File: config.mk
export PLATFORM = sky130hd
export DESIGN_NAME = mac_accumulator
export DESIGN_NICKNAME = d
export VERILOG_FILES = /design/src/rtl/mac_accumulator.sv
export SDC_FILE = /design/constraint.sdc
export NUM_CORES = 1
export LEC_CHECK = 0
export ABC_AREA = 1
export BUFFER_PORTS_ARGS = -buffer_cell sky130_fd_sc_hd__buf_2
export CORE_ASPECT_RATIO = 1.2
export CORE_MARGIN = 2
export CORE_UTILIZATION = 35
export DETAILED_ROUTE_END_ITERATION = 6
export GPL_ROUTABILITY_DRIVEN = 0
export SETUP_SLACK_MARGIN = 0.15
export SLEW_MARGIN = 25
export SYNTH_ARGS = -nofsm -noshare
export SYNTH_HDL_FRONTEND = slang
export SYNTH_SLANG_ARGS = --single-unit
File: constraint.sdc
create_clock -name clk -period 2.9 [get_ports clk]
set_input_delay 0.145 -clock clk [delete_from_list [all_inputs] [get_ports clk]]
set_output_delay 0.145 -clock clk [all_outputs]
set_load 0.01 [all_outputs]
File: src/rtl/mac_accumulator.sv
// Two-stage multiply-accumulate back end: capture register, then accumulator/flag register.
// Define MAC_SATURATE_EN to clamp ADD overflow to all ones and SUB underflow to zero instead of wrapping.
module mac_accumulator #(
  parameter int ACC_W = 16
) (
  input  logic             clk,
  input  logic             rst_n,
  input  logic             in_valid,
  output logic             in_ready,
  input  logic [7:0]       product,
  input  logic [1:0]       op,
  output logic             out_valid,
  input  logic             out_ready,
  output logic [ACC_W-1:0] acc_out,
  output logic             zero,
  output logic             ovf,
  output logic             ovf_sticky,
  output logic [7:0]       acc_cnt
);

  typedef enum logic [1:0] {
    OP_LOAD  = 2'b00,
    OP_ADD   = 2'b01,
    OP_SUB   = 2'b10,
    OP_CLEAR = 2'b11
  } op_e;

  logic       s1_v;
  logic [7:0] s1_prod;
  op_e        s1_op;

  logic adv;
  logic take;

  assign adv      = s1_v && (!out_valid || out_ready);
  assign in_ready = !s1_v || adv;
  assign take     = in_valid && in_ready;

  always_ff @(posedge clk or negedge rst_n) begin
    if (!rst_n) begin
      s1_v    <= 1'b0;
      s1_prod <= '0;
      s1_op   <= OP_LOAD;
    end else if (take) begin
      s1_v    <= 1'b1;
      s1_prod <= product;
      s1_op   <= op_e'(op);
    end else if (adv) begin
      s1_v    <= 1'b0;
    end
  end

  logic [ACC_W:0]   prod_x;
  logic [ACC_W:0]   sum;
  logic [ACC_W:0]   diff;
  logic             carry;
  logic             borrow;
  logic [7:0]       cnt_inc;
  logic [ACC_W-1:0] acc_nxt;
  logic             ovf_nxt;
  logic             sticky_nxt;
  logic [7:0]       cnt_nxt;

  assign prod_x  = {{(ACC_W-7){1'b0}}, s1_prod};
  assign sum     = {1'b0, acc_out} + prod_x;
  assign diff    = {1'b0, acc_out} - prod_x;
  assign carry   = sum[ACC_W];
  assign borrow  = prod_x > {1'b0, acc_out};
  assign cnt_inc = (acc_cnt == 8'hFF) ? acc_cnt : acc_cnt + 8'd1;

  always_comb begin
    acc_nxt    = acc_out;
    ovf_nxt    = ovf;
    sticky_nxt = ovf_sticky;
    cnt_nxt    = acc_cnt;
    case (s1_op)
      OP_LOAD: begin
        acc_nxt    = prod_x[ACC_W-1:0];
        ovf_nxt    = 1'b0;
        sticky_nxt = 1'b0;
        cnt_nxt    = '0;
      end
      OP_ADD: begin
`ifdef MAC_SATURATE_EN
        acc_nxt    = carry ? '1 : sum[ACC_W-1:0];
`else
        acc_nxt    = sum[ACC_W-1:0];
`endif
        ovf_nxt    = carry;
        sticky_nxt = ovf_sticky | carry;
        cnt_nxt    = cnt_inc;
      end
      OP_SUB: begin
`ifdef MAC_SATURATE_EN
        acc_nxt    = borrow ? '0 : diff[ACC_W-1:0];
`else
        acc_nxt    = diff[ACC_W-1:0];
`endif
        ovf_nxt    = borrow;
        sticky_nxt = ovf_sticky | borrow;
        cnt_nxt    = cnt_inc;
      end
      OP_CLEAR: begin
        acc_nxt    = '0;
        ovf_nxt    = 1'b0;
        sticky_nxt = 1'b0;
        cnt_nxt    = '0;
      end
      default: begin
        acc_nxt    = acc_out;
      end
    endcase
  end

  // acc_out is the accumulator itself, so it keeps its value after out_valid drops.
  always_ff @(posedge clk or negedge rst_n) begin
    if (!rst_n) begin
      acc_out    <= '0;
      ovf        <= 1'b0;
      ovf_sticky <= 1'b0;
      acc_cnt    <= '0;
      out_valid  <= 1'b0;
    end else if (adv) begin
      acc_out    <= acc_nxt;
      ovf        <= ovf_nxt;
      ovf_sticky <= sticky_nxt;
      acc_cnt    <= cnt_nxt;
      out_valid  <= 1'b1;
    end else if (out_valid && out_ready) begin
      out_valid  <= 1'b0;
    end
  end

  assign zero = (acc_out == '0);

  hold_while_stalled: assert property (@(posedge clk) disable iff (!rst_n)
    (out_valid && !out_ready) |=> (out_valid && $stable(acc_out) && $stable(ovf)
                                   && $stable(ovf_sticky) && $stable(acc_cnt)));

endmodule

# Yosys cells after proc, flatten, opt, wreduce, memory -nomap -nowiden
# Index checks and enable logic that the tools add are counted.
[op_classes]
addsub = 3
n_lt_le_gt_ge = 1
n_eq_ne = 5
n_mux = 9
bitwise_logic = 2
n_reduce_logical = 14
[op_table]
columns = ["operator", "n"]
rows = [
  ["case mux 16 bit (4 select lines)", 1],
  ["adder 16 x 8 -> 17 bit", 1],
  ["greater-than comparator 8 x 16 -> 1 bit", 1],
  ["logical NOT 16 bit", 1],
  ["case mux 8 bit (2 select lines)", 1],
  ["subtractor 16 x 8 -> 16 bit", 1],
  ["adder 8 x 1 -> 8 bit (second input constant)", 1],
  ["== test 8 bit (second input constant)", 1],
  ["two-way mux 8 bit", 1],
  ["case mux 1 bit (3 select lines)", 2],
  ["== test 2 bit (second input constant)", 2],
  ["two-way mux 1 bit", 4],
  ["nonzero test 2 bit", 2],
  ["OR reduction 2 bit", 2],
  ["logical AND 1 bit", 3],
  ["== test 2 x 1 -> 1 bit (second input constant)", 1],
  ["logical NOT 1 bit", 2],
  ["logical NOT 2 bit", 1],
  ["logical OR 1 bit", 2],
  ["inequality test 2 bit (second input constant)", 1],
  ["bitwise OR 1 bit", 2],
  ["AND reduction 2 bit", 1],
]
[totals]
regBits = 38
in_bits = 14

# Logic depth before layout (Yosys ltp)
[logic_depth]
depth_word = 6
depth_mapped = 15
ltp_nobuf = 15

# Worst setup path before layout
# OpenSTA, ideal clock, no wires.
[synth_path]
path_type = "register to register"
startpoint = "register acc_out[0]"
endpoint = "register acc_out[6]"
setup_time_ps = 117
t_arrival_ps = 1765
slack_ps = 1019
stages_incl_launch_ff = 14
period_less_slack_ps = 1881
cell_sequence = "dfrtp_1 > inv_1 > ha_1 > inv_1 > fa_1 > nand2_1 > nand2_1 > nand2_1 > o21ai_2 > or2_0 > nand3_1 > nand3_1 > nand2_1 > nand2_1"
[synth_via]
elab_chain_len = 2
elab_cells_between_ends = 3
cone_classes = "add/sub (2); mux (1)"
[synth_rtl]
columns = ["item", "line", "source"]
rows = [
  ["start, declared", "14", "output logic [ACC_W-1:0] acc_out,"],
  ["start signal, assigned", "124", "acc_out <= acc_nxt;"],
  ["subtractor 16 x 8 -> 16 bit or adder 16 x 8 -> 17 bit (tied branches)", "66, 65", ""],
  ["case mux 16 bit (4 select lines) *", "76", "case (s1_op)"],
]
# Mark *: on every way between the ends. The rest lies on a longest branch, timed or not.
# A chain may end at the register's enable or synchronous reset.

# Final worst setup path
[layout_path]
startpoint = "register s1_prod[0]"
endpoint = "register acc_out[8]"
[layout_via]
elab_chain_len = 2
elab_cells_between_ends = 3
cone_classes = "add/sub (2); mux (1)"
[layout_rtl]
columns = ["item", "line", "source"]
rows = [
  ["start, declared", "29", "logic [7:0] s1_prod;"],
  ["start signal, assigned", "46", "s1_prod <= product;"],
  ["subtractor 16 x 8 -> 16 bit or adder 16 x 8 -> 17 bit (tied branches)", "66, 65", ""],
  ["case mux 16 bit (4 select lines) *", "76", ""],
]
# Marked as above.

==> impl_results.md <==
* Status: finished with violations
* Failing checks: hold timing
* Worst-Margin Slew at 0.901 ns
* Most used cell, CP: nand2_1
* Antenna diode count at 0
* Clock slew at reported path FFs at 0.09 ns
* Syn Area/Cell at 6.54 um2
* Crit-path max FO at 6
* DR iter-0 viols at 209
* Flop2flop setup slack at 0.86 ns
* Die Span Y at 108 um
* H-tree depth at 2
* DP Area at 3460 um2
* Critical Path RT at 3.09 ns
* Antenna violations before repair at 0
* Initial Util at 35.5%
* Fin crit period at 2.04 ns
* Core Util, Final at 40.0%
* Mapped Area at 3160 um2
* Worst slack at placement at 0.889 ns
* Tightest Hold Check Type: in -> async
* Root buffer cell: clkbuf_8
* Worst-Skew Late Latency at 0.30 ns
* Max Cap Viol at 0
* First-pass GRT wire length at 14800 um
* # hold bufs at CTS at 0
* DRC at 0
* CTS Buffer Depth at 2
* Final instance area at 3560 um2
* RSZ-0062 raised after global routing: no
* Placed cell count at 635
* Core outline area at 8890 um2
* Setup crit end kind: flip-flop
* Ports at 43
* Routed via count at 3243
* Total clock buffers created by CTS at 5
* Final period util at 70.3%
* Largest net degree at the start of global routing at 39
* Static Leakage at 1.97 nW
* CTS tree: yes
* # resized after CTS at 0
* Port Buffers at 42
* Setup bufs post-CTS at 0
* Hold Slack at -0.0421 ns
* Pwr dens at 942 nW/um2
* Crit path from: s1_prod[0]$_DFFE_PN0P_
* Total gr overflow at 0
* Crit Path Class: reg -> reg
* CP startpoint kind: flip-flop
* Antenna viol nets, final at 0
* Routed Wire Length at 8790 um
* Crit path max-delay cell type: dfrtp_1
* Mapped Cells at 483
* Final Net Count at 559
* DRT Pass-1 Iters at 5
* Non-filler instance count after layout at 643
* F_max at 490 MHz
* Clock sink total at 38
* DR vias/cell at 5.04
* DP HPWL at 6700 um
* Final hold viol count at 38
* Die Area at 9810 um2
* Syn nets at 520
* Max-Slew Margin vs Limit at 39.9%
* Avg WL per Cell at 13.7 um
* Cell variety after synth at 40
* CP Data Arrival Time at 2.23 ns
* IR drop worst, VDD at 0.387 mV
* Final setup viols at 0
* Rows at 38
* Vias in the first global route at 3222
* Layout cells sized above 1 at 13.4%
* Gr usage total at 18.6%
* Final Max Tran Viols at 0
* Commonest non-fill, non-tap cell in the layout: nand2_1
* Area Overhead vs Synth at 12.6%
* Die width at 90.7 um
* Most frequent cells in the layout: nand2_1 (147), inv_1 (58), nand3_1 (58), nor2_1 (51), buf_2 (42)
* Worst Reg-to-Reg Cells at 12
* Seq/Total Area, Yosys at 30.1%
* Final setup margin at 0.860 ns
* Total power at 3.35 mW
* Worst Clk Skew at 0.00526 ns
* Worst reg2reg startpoint: s1_prod[0]$_DFFE_PN0P_
* Flops & latches, synth at 38
* Ys Warns at 0
* TNS Setup at 0 ns
* CP Cell Sequence: ha_1, fa_1, nand2_1, nand2_1, nand2_1, inv_1, nand2_1, nand2_2, nand2_1, o211ai_1, nand3_1, o21ai_0
* Slowest stage delay, CP at 0.44 ns
registers in the layout (all words and copies together), names as in the netlist:
register,count
acc_cnt,8
s1_v,1
s1_op,2
out_valid,1
s1_prod,8
ovf_sticky,1
ovf,1
acc_out,16
worst paths after layout:
check                                                to
worst max-delay path             acc_out[8]$_DFFE_PN0P_
worst min-delay path             acc_out[9]$_DFFE_PN0P_
worst max register to register   acc_out[8]$_DFFE_PN0P_
worst min register to register   ovf_sticky$_DFFE_PN0P_
max in group asynchronous       acc_out[12]$_DFFE_PN0P_
min in group clk                 s1_prod[0]$_DFFE_PN0P_
critical path, delay by kind of cell (launching register included):
family	cells	cell delay (ns)
adders and majority gates	2	0.66
and+or+nand+nor	7	0.61
DFF	1	0.44
AOI/OAI and AO/OA	2	0.16
buffers and inverters	1	0.05
kinds of logic after synthesis:
kind of cell	after synthesis	synth area share (%)
compound gates	58	10.6
mux	1	0.356
fa+ha+maj	23	9.58
flops	38	30.1
simple gates	283	38.2
xor+xnor	3	0.832
buf+inv	77	10.4
report_power, final:
part	internal (mW)	switching, mW
clock	0.196	0.220
sequential	0.683	0.262
combinational	0.695	1.29
Yosys cell counts, drive strengths merged:
cell type / number / area (um2)
o21ai: 18 / 105
dfrtp: 38 / 951
mux2: 1 / 11.3
fa: 2 / 40.0
nand3: 59 / 300
or2: 3 / 18.8
o21bai: 1 / 7.51
a21oi: 32 / 171
a221oi: 1 / 8.76
nor3: 6 / 30.0
nand3b: 2 / 15.0
clkinv: 2 / 8.75
nand4: 5 / 31.3
ha: 21 / 263
and3: 1 / 6.26
o211ai: 3 / 22.5
a31oi: 1 / 6.26
nand2: 151 / 582
xor2: 3 / 26.3
and2: 1 / 6.26
o31ai: 1 / 7.51
o22ai: 1 / 6.26
clkbuf: 4 / 15.0
nor2: 52 / 198
buf: 9 / 68.8
inv: 62 / 235
nor4: 3 / 18.8
layer usage:
| metal | vias up | part of all wire (%) | track usage [%] |
|---|---|---|---|
| li1 | 1628 | - | - |
| met1 | 1502 | 43 | 21.8 |
| met2 | 102 | 51 | 34.9 |
| met3 | 11 | 4.3 | 2.65 |
| met4 | 0 | 1.7 | 6.48 |
| met5 | - | 0 | 0 |
final cells by class:
| class | count | area, um2 |
|---|---|---|
| Tap cell | 120 | 150 |
| Clock inverter | 2 | 16.3 |
| Multi-Input combinational cell | 368 | 1880 |
| Sequential cell | 38 | 951 |
| Clock buffer | 6 | 82.6 |
| Inverter | 64 | 244 |
| Timing Repair Buffer | 45 | 233 |
| Fill cell | 1007 | 5330 |
Power figures use the tool's default switching activity.
